## config.mk

```make
export PLATFORM = sky130hd
export DESIGN_NAME = mem_stage
export DESIGN_NICKNAME = d
export VERILOG_FILES = /design/src/rtl/core_pkg.sv /design/src/rtl/mem_load_align.sv /design/src/rtl/mem_stage.sv
export SDC_FILE = /design/constraint.sdc
export NUM_CORES = 1
export LEC_CHECK = 0
export ABC_AREA = 1
export CORE_MARGIN = 2
export CORE_UTILIZATION = 37
export DETAILED_ROUTE_END_ITERATION = 10
export GPL_ROUTABILITY_DRIVEN = 0
export PLACE_DENSITY = 0.82
export SETUP_SLACK_MARGIN = 0.02
export SYNTH_ARGS = -nofsm -noshare
export SYNTH_HDL_FRONTEND = slang
export SYNTH_SLANG_ARGS = --single-unit
```

## constraint.sdc

```tcl
create_clock -name clk -period 1.8 [get_ports clk]
set_clock_uncertainty 0.2 [all_clocks]
set_input_delay 0.45 -clock clk [delete_from_list [all_inputs] [get_ports clk]]
set_output_delay 0.45 -clock clk [all_outputs]
set_load 0.02 [all_outputs]
```

## src/rtl/core_pkg.sv

```systemverilog
// Shared encodings for the RV32I core: write-back select, data-memory access
// type, MEM-stage FSM states and an access-size decode helper.
package core_pkg;

    // Write-back mux select, shared with the write-back stage.
    localparam logic [1:0] WdselFromAlu = 2'b00;
    localparam logic [1:0] WdselFromMem = 2'b01;
    localparam logic [1:0] WdselFromPc  = 2'b10;

    // Data-memory access type (funct3 of the load/store).
    localparam logic [2:0] DmtLb  = 3'b000;
    localparam logic [2:0] DmtLh  = 3'b001;
    localparam logic [2:0] DmtLw  = 3'b010;
    localparam logic [2:0] DmtLbu = 3'b100;
    localparam logic [2:0] DmtLhu = 3'b101;

    typedef enum logic [1:0] {
        SzByte,
        SzHalf,
        SzWord
    } acc_size_e;

    typedef enum logic {
        IDLE,
        WAIT
    } mem_state_e;

    // Undefined encodings fall back to a word access.
    function automatic acc_size_e access_size(input logic [2:0] dmtype);
        case (dmtype)
            DmtLb, DmtLbu: return SzByte;
            DmtLh, DmtLhu: return SzHalf;
            default:       return SzWord;
        endcase
    endfunction

endpackage

```

## src/rtl/mem_load_align.sv

```systemverilog
// Selects the addressed byte/half lane of a read word and sign- or
// zero-extends it according to the load type.
module mem_load_align
    import core_pkg::*;
(
    input  logic [31:0] i_rdata,
    input  logic [1:0]  i_addr_lo,
    input  logic [2:0]  i_dmtype,
    output logic [31:0] o_data
);

    logic [7:0]  w_byte;
    logic [15:0] w_half;

    assign w_byte = i_rdata[{i_addr_lo, 3'b000} +: 8];
    assign w_half = i_addr_lo[1] ? i_rdata[31:16] : i_rdata[15:0];

    // Extend the selected lane; anything not byte/half passes the word through.
    always_comb begin
        o_data = i_rdata;
        case (i_dmtype)
            DmtLb:   o_data = {{24{w_byte[7]}}, w_byte};
            DmtLh:   o_data = {{16{w_half[15]}}, w_half};
            DmtLbu:  o_data = {24'b0, w_byte};
            DmtLhu:  o_data = {16'b0, w_half};
            default: o_data = i_rdata;
        endcase
    end

endmodule

```

## src/rtl/mem_stage.sv

```systemverilog
// MEM pipeline stage with the MEM/WB register: issues data-memory requests
// over a req/ack handshake, stalls the pipeline while the access is
// outstanding, and presents aligned load data to write-back.
module mem_stage
    import core_pkg::*;
#(
    parameter int unsigned BUS_TIMEOUT = 0
) (
    input  logic        clk,
    input  logic        rstn,
    input  logic        MEM_valid,
    input  logic [31:0] MEM_aluout,
    input  logic [31:0] MEM_rs2data,
    input  logic [31:0] MEM_PC,
    input  logic        MEM_MemRead,
    input  logic        MEM_MemWrite,
    input  logic [2:0]  MEM_DMType,
    input  logic [1:0]  MEM_WDSel,
    input  logic [4:0]  MEM_rd,
    input  logic        MEM_RegWrite,
    output logic        dmem_req,
    output logic        dmem_we,
    output logic [31:0] dmem_addr,
    output logic [31:0] dmem_wdata,
    output logic [3:0]  dmem_be,
    input  logic        dmem_ack,
    input  logic [31:0] dmem_rdata,
    output logic        mem_stall,
    output logic        misalign_exc,
    output logic        bus_err,
    output logic        WB_valid,
    output logic [31:0] WB_aluout,
    output logic [31:0] WB_Data_in,
    output logic [31:0] WB_PC,
    output logic [1:0]  WB_WDSel,
    output logic [4:0]  WB_rd,
    output logic        WB_RegWrite
);

    mem_state_e  r_state, w_state_d;
    logic [31:0] r_cnt;
    logic [2:0]  r_dmtype;
    logic [1:0]  r_lane;

    logic        w_access, w_misalign, w_timeout;
    logic        w_stall, w_issue, w_done, w_abort;
    acc_size_e   w_size;
    logic [3:0]  w_be;
    logic [31:0] w_wdata, w_load_data;

    assign w_access   = MEM_valid & (MEM_MemRead | MEM_MemWrite);
    assign w_size     = access_size(MEM_DMType);
    assign w_misalign = ((w_size == SzHalf) & MEM_aluout[0]) |
                        ((w_size == SzWord) & (|MEM_aluout[1:0]));
    // Ack on the expiring cycle takes priority over the timeout.
    assign w_timeout  = (BUS_TIMEOUT != 0) && (r_state == WAIT) && !dmem_ack &&
                        (r_cnt == BUS_TIMEOUT - 1);
    assign mem_stall  = w_stall;

    // Store byte-enables and lane-replicated write data.
    always_comb begin
        w_be    = 4'b1111;
        w_wdata = MEM_rs2data;
        case (w_size)
            SzByte: begin
                w_be    = 4'b0001 << MEM_aluout[1:0];
                w_wdata = {4{MEM_rs2data[7:0]}};
            end
            SzHalf: begin
                w_be    = 4'b0011 << MEM_aluout[1:0];
                w_wdata = {2{MEM_rs2data[15:0]}};
            end
            default: ;
        endcase
    end

    mem_load_align u_load_align (
        .i_rdata   (dmem_rdata),
        .i_addr_lo (r_lane),
        .i_dmtype  (r_dmtype),
        .o_data    (w_load_data)
    );

    // Next-state and stall decode. A timeout also releases the stall so the
    // faulting instruction leaves EX/MEM instead of being re-issued.
    always_comb begin
        w_state_d = r_state;
        w_stall   = 1'b0;
        w_issue   = 1'b0;
        w_done    = 1'b0;
        w_abort   = 1'b0;
        unique case (r_state)
            IDLE: begin
                if (w_access && !w_misalign) begin
                    w_stall   = 1'b1;
                    w_issue   = 1'b1;
                    w_state_d = WAIT;
                end
            end
            WAIT: begin
                if (dmem_ack) begin
                    w_done    = 1'b1;
                    w_state_d = IDLE;
                end else if (w_timeout) begin
                    w_abort   = 1'b1;
                    w_state_d = IDLE;
                end else begin
                    w_stall = 1'b1;
                end
            end
            default: w_state_d = IDLE;
        endcase
    end

    // FSM state and WAIT-cycle counter.
    always_ff @(posedge clk or negedge rstn) begin
        if (!rstn) begin
            r_state <= IDLE;
            r_cnt   <= '0;
        end else begin
            r_state <= w_state_d;
            if (w_issue) begin
                r_cnt <= '0;
            end else if (r_state == WAIT) begin
                r_cnt <= r_cnt + 32'd1;
            end
        end
    end

    // Memory request register; held stable for the whole transaction.
    always_ff @(posedge clk or negedge rstn) begin
        if (!rstn) begin
            dmem_req   <= 1'b0;
            dmem_we    <= 1'b0;
            dmem_addr  <= '0;
            dmem_wdata <= '0;
            dmem_be    <= '0;
            r_dmtype   <= '0;
            r_lane     <= '0;
        end else if (w_issue) begin
            dmem_req   <= 1'b1;
            dmem_we    <= MEM_MemWrite;
            dmem_addr  <= {MEM_aluout[31:2], 2'b00};
            dmem_wdata <= w_wdata;
            dmem_be    <= w_be;
            r_dmtype   <= MEM_DMType;
            r_lane     <= MEM_aluout[1:0];
        end else if (w_done || w_abort) begin
            dmem_req <= 1'b0;
        end
    end

    // One-cycle exception pulses.
    always_ff @(posedge clk or negedge rstn) begin
        if (!rstn) begin
            misalign_exc <= 1'b0;
            bus_err      <= 1'b0;
        end else begin
            misalign_exc <= (r_state == IDLE) & w_access & w_misalign;
            bus_err      <= w_abort;
        end
    end

    // MEM/WB register: retires non-memory ops from IDLE and memory ops on
    // ack; every other cycle loads a bubble so WB never writes twice.
    always_ff @(posedge clk or negedge rstn) begin
        if (!rstn) begin
            WB_valid    <= 1'b0;
            WB_aluout   <= '0;
            WB_Data_in  <= '0;
            WB_PC       <= '0;
            WB_WDSel    <= '0;
            WB_rd       <= '0;
            WB_RegWrite <= 1'b0;
        end else begin
            WB_aluout <= MEM_aluout;
            WB_PC     <= MEM_PC;
            WB_WDSel  <= MEM_WDSel;
            WB_rd     <= MEM_rd;
            if (r_state == WAIT) begin
                WB_valid    <= w_done;
                WB_RegWrite <= w_done & MEM_RegWrite;
                WB_Data_in  <= dmem_we ? 32'b0 : w_load_data;
            end else begin
                WB_valid    <= MEM_valid & ~w_access;
                WB_RegWrite <= MEM_valid & ~w_access & MEM_RegWrite;
                WB_Data_in  <= '0;
            end
        end
    end

endmodule

```

==> impl_results.html <==
<table>
<tr><th>Metric</th><th>Value</th></tr>
<tr><th colspan="2">Synth</th></tr>
<tr><td>Synthesized-area fraction occupied by and/or/nand/nor cells</td><td>18.5%</td></tr>
<tr><td>Xor and xnor area share after synthesis</td><td>0%</td></tr>
<tr><td>Number of warnings issued by yosys</td><td>0</td></tr>
<tr><td>Total standard cell area after synthesis</td><td>0.00664 mm2</td></tr>
<tr><td>Synth Area in Compound Gates</td><td>8.48%</td></tr>
<tr><td>Number of register bits inferred by synthesis</td><td>180</td></tr>
<tr><td>Syn Area/Cell</td><td>10.3 um2</td></tr>
<tr><td>Fraction of the mapped netlist area in adder cells</td><td>0%</td></tr>
<tr><td>Synth cell types</td><td>23</td></tr>
<tr><td>Portion of the post-synthesis area used by sequential elements</td><td>67.9%</td></tr>
<tr><td>Number of instances in the synthesized netlist</td><td>646</td></tr>
<tr><td>Mux cell area share after synthesis</td><td>0%</td></tr>
<tr><td>Combinational family with the most area after synthesis</td><td>simple AND/OR/NAND/NOR gates</td></tr>
<tr><th colspan="2">Final layout</th></tr>
<tr><td>Final Non-Filler Cells</td><td>~1,200</td></tr>
<tr><td>Fin nets</td><td>1,137</td></tr>
<tr><td>Area used by multi-input combinational logic</td><td>0.00184 mm2</td></tr>
<tr><td>Area Growth Syn to Fin</td><td>60.7%</td></tr>
<tr><td>Fraction of final layout cells with drive strength greater than 1</td><td>17.8%</td></tr>
<tr><td>Layout filler cell count</td><td>roughly 1,400</td></tr>
<tr><td>Final design area excluding fillers</td><td>0.0107 mm2</td></tr>
<tr><td>Most frequent cells in the layout</td><td>sky130_fd_sc_hd__dfrtp_1 (180), sky130_fd_sc_hd__nand2_1 (172), sky130_fd_sc_hd__clkdlybuf4s50_1 (136), sky130_fd_sc_hd__clkdlybuf4s15_1 (71), sky130_fd_sc_hd__clkbuf_2 (58)</td></tr>
<tr><td>Leading cell type in the layout, fill and taps excluded</td><td>sky130_fd_sc_hd__dfrtp_1</td></tr>
<tr><td>Area taken by flip-flops and latches</td><td>0.00450 mm2</td></tr>
<tr><th colspan="2">Route</th></tr>
<tr><td>Avg Vias per Cell</td><td>~4.7</td></tr>
<tr><td>Number of DRC markers in iteration 0</td><td>355</td></tr>
<tr><td>Residual antenna-violating net count after detailed routing</td><td>0</td></tr>
<tr><td>Overall via count from detail_route</td><td>roughly 5,800</td></tr>
<tr><td>Drt wl/cell</td><td>16.6 um</td></tr>
<tr><td>Detailed-router iteration count before antenna repair</td><td>5</td></tr>
<tr><td>DRC violation count after routing</td><td>0</td></tr>
<tr><td>Total detailed-routing wirelength</td><td>20.4 mm</td></tr>
<tr><th colspan="2">Outcome</th></tr>
<tr><td>Violations in the final reports</td><td>setup timing</td></tr>
<tr><td>Status</td><td>finished with violations</td></tr>
<tr><th colspan="2">Setup path</th></tr>
<tr><td>Family with the most delay on the worst path</td><td>buffers and inverters</td></tr>
<tr><td>Number of buffer and inverter stages on the critical path</td><td>2</td></tr>
<tr><td>Worst setup path class</td><td>input port to primary output</td></tr>
<tr><td>Minimum setup slack among reg-to-reg paths</td><td>0 ps</td></tr>
<tr><td>Reg-to-reg critical path startpoint</td><td>r_state$_DFF_PN0_</td></tr>
<tr><td>Delay of the slowest critical-path stage</td><td>290 ps</td></tr>
<tr><td>Crit. Startpoint</td><td>MEM_DMType[1]</td></tr>
<tr><td>Chain of cells forming the critical path</td><td>dlygate4sd2_1, nor2_4, nand2_2, nand2_2, nand2_4, nand2_4, o21ai_4, buf_6</td></tr>
<tr><td>Critical-path top delay cell</td><td>sky130_fd_sc_hd__dlygate4sd2_1</td></tr>
<tr><td>Signal arrival time at the worst endpoint</td><td>1330 ps</td></tr>
<tr><td>Data required time at the worst endpoint</td><td>1150 ps</td></tr>
<tr><td>Maximum net fanout on the critical path</td><td>4</td></tr>
<tr><td>Setup crit start kind</td><td>input port</td></tr>
<tr><td>Endpoint type of the worst setup path</td><td>primary output</td></tr>
<tr><th colspan="2">CTS</th></tr>
<tr><td>Total number of H-tree levels</td><td>4</td></tr>
<tr><td>Maximum number of buffers from clock root to sink</td><td>2</td></tr>
<tr><td>TritonCTS buffer count</td><td>17</td></tr>
<tr><td>Number of clock sinks seen by CTS</td><td>180</td></tr>
<tr><td>Insertion delay to the later sink of the worst-skew pair</td><td>420 ps</td></tr>
<tr><td>Buffer cell driving the clock tree root</td><td>sky130_fd_sc_hd__clkbuf_16</td></tr>
<tr><td>TritonCTS clock tree</td><td>done</td></tr>
<tr><td>Clock transition at the register clock pins on the worst setup and hold paths after CTS</td><td>60 ps</td></tr>
<tr><th colspan="2">Flow run</th></tr>
<tr><td>Count of max-cap constraint violations</td><td>0</td></tr>
<tr><th colspan="2">Global routing</th></tr>
<tr><td>Initial antenna violation count</td><td>3</td></tr>
<tr><td>Sum of overflow across all layers after global routing</td><td>0</td></tr>
<tr><td>Number of global-route vias before repair</td><td>5,908</td></tr>
<tr><td>First-pass GRT wire length</td><td>31.2 mm</td></tr>
<tr><td>Pin count of the biggest net entering global routing</td><td>82</td></tr>
<tr><td>Global router's overall resource usage</td><td>a little over a fifth</td></tr>
<tr><th colspan="2">Place</th></tr>
<tr><td>Placed Instances</td><td>between 1,000 and 1,500</td></tr>
<tr><td>Cell area after placement</td><td>0.0103 mm2</td></tr>
<tr><td>IO Port Bufs</td><td>~320</td></tr>
<tr><td>Half-perimeter wire length of the detailed placement result</td><td>15.3 mm</td></tr>
<tr><td>Setup slack at placement</td><td>-920 ps</td></tr>
<tr><th colspan="2">Power</th></tr>
<tr><td>Static Leak</td><td>roughly 5.2 nW</td></tr>
<tr><td>Pwr Density</td><td>1150 mW/mm2</td></tr>
<tr><td>Worst VDD drop</td><td>636 uV</td></tr>
<tr><td>Pwr Total</td><td>0.0123 W</td></tr>
<tr><th colspan="2">STA</th></tr>
<tr><td>Max Transition Viols Final</td><td>0</td></tr>
<tr><td>Count of final hold-check violations</td><td>0</td></tr>
<tr><td>Final period utilization</td><td>110%</td></tr>
<tr><td>Max Clk Rate</td><td>approximately 500 MHz</td></tr>
<tr><td>Setup repair after global routing missed its margin</td><td>yes</td></tr>
<tr><td>Worst setup slack after layout</td><td>-183 ps</td></tr>
<tr><td>Crit path time final</td><td>1980 ps</td></tr>
<tr><td>Setup-failing EPs final</td><td>43</td></tr>
<tr><td>Sum of negative setup slack</td><td>-3920 ps</td></tr>
<tr><th colspan="2">Die</th></tr>
<tr><td>Die area</td><td>0.0190 mm2</td></tr>
<tr><td>Rows</td><td>48</td></tr>
<tr><td>Initial standard-cell utilization of the core</td><td>38.1%</td></tr>
<tr><td>Core Box Area</td><td>0.0174 mm2</td></tr>
<tr><td>Chip width</td><td>138 um</td></tr>
<tr><td>I/O Pins</td><td>323</td></tr>
<tr><td>Vertical extent of the die</td><td>~140 um</td></tr>
<tr><th colspan="2">Hold path</th></tr>
<tr><td>Hold/Removal Path Class</td><td>input port to flip-flop</td></tr>
<tr><td>Startpoint of the tightest hold check path</td><td>MEM_aluout[1]</td></tr>
</table>
[registers in the layout (all words and copies together), names as in the netlist, 2 cells and up]
register and cells:
dmem_be 4, WB_WDSel 2, WB_Data_in 32, WB_aluout 32, r_dmtype 3, WB_rd 5, WB_PC 32, dmem_addr 30
dmem_wdata 32, r_lane 2
[cell type report]
type / count / area share (%)
Tap cell: 225 / 2.64
Sequential cell: 180 / 42.2
Antenna cell: 2 / 0.0469
Multi-Input combinational cell: 404 / 17.2
Clock inverter: 13 / 1.82
Timing Repair Buffer: 358 / 30.8
Clock buffer: 18 / 4.12
Inverter: 31 / 1.11
[layer usage]
metal | up-vias | track usage, % | share of wire, % | wire, um
met5 | - | 0 | 0.034 | 7
li1 | 2767 | - | - | -
met2 | 291 | 36.8 | 50 | 10200
met1 | 2745 | 25.8 | 38 | 7700
met4 | 2 | 6.41 | 1.9 | 391
met3 | 35 | 7.93 | 10 | 2130
[worst paths after layout]
| check | to | cells after the start |
|---|---|---|
| setup / recovery | mem_stall | 8 |
| hold / removal | WB_aluout[1]$_DFF_PN0_ | 2 |
| setup reg to reg | dmem_wdata[4]$_DFFE_PN0P_ | 7 |
| hold reg to reg | dmem_addr[5]$_DFFE_PN0P_ | 2 |
| max in group asynchronous | WB_Data_in[29]$_DFF_PN0_ | 3 |
| min in group asynchronous | WB_PC[10]$_DFF_PN0_ | 2 |
[Yosys cell counts]
library cell / number / area [um2]
sky130_fd_sc_hd__dfrtp_1: 180 / 4500
sky130_fd_sc_hd__nand2_1: 174 / 653
sky130_fd_sc_hd__nor2_1: 53 / 199
sky130_fd_sc_hd__o21ai_0: 48 / 240
sky130_fd_sc_hd__nand3_1: 45 / 225
sky130_fd_sc_hd__a21oi_1: 34 / 170
sky130_fd_sc_hd__inv_1: 26 / 97.6
sky130_fd_sc_hd__o21ai_1: 17 / 85.1
sky130_fd_sc_hd__clkbuf_1: 13 / 48.8
sky130_fd_sc_hd__buf_6: 10 / 113
sky130_fd_sc_hd__a21boi_0: 9 / 67.6
sky130_fd_sc_hd__nor3_1: 8 / 40.0
sky130_fd_sc_hd__buf_2: 6 / 30.0
sky130_fd_sc_hd__nand2_2: 5 / 31.3
sky130_fd_sc_hd__buf_4: 4 / 30.0
sky130_fd_sc_hd__nor2_2: 4 / 25.0
sky130_fd_sc_hd__inv_2: 3 / 11.3
sky130_fd_sc_hd__nand2_4: 2 / 22.5
sky130_fd_sc_hd__clkinv_1: 1 / 3.75
sky130_fd_sc_hd__conb_1: 1 / 3.75
sky130_fd_sc_hd__inv_4: 1 / 6.26
sky130_fd_sc_hd__nand3_4: 1 / 17.5
sky130_fd_sc_hd__nor2_4: 1 / 11.3
[through the flow]
step / utilization (%) / hold slack (ps)
floorplan: - / -45.6
global placement: 58.9 / 145
detailed placement: 58.9 / 147
CTS: 62.3 / 198
global route: 61.2 / 234
finish: 61.3 / 212
[where the power goes]
| group | internal, W | switching (W) |
|---|---|---|
| registers | 0.00464 | 0.000307 |
| clock network | 0.00238 | 0.00161 |
| logic | 0.00134 | 0.00202 |
[logic make-up (layout without fill, tap and decap cells)]
| group | Yosys count | in the layout |
|---|---|---|
| compound gates | 108 | 108 |
| buf+inv | 64 | 420 |
| simple gates | 293 | 293 |
| flops | 180 | 180 |
| other cells | 1 | 5 |
[repair_timing]
action | in CTS | in global routing
setup buffers | 1 | 1
gates resized for setup | 309 | 128
gates cloned | 0 | 0
pin swaps | 1 | 2
hold buffers | 1 | 0
setup endpoints to repair | 221 | 169
hold endpoints to repair | 23 | 0
No activity file was read; power rests on OpenSTA's default activity.
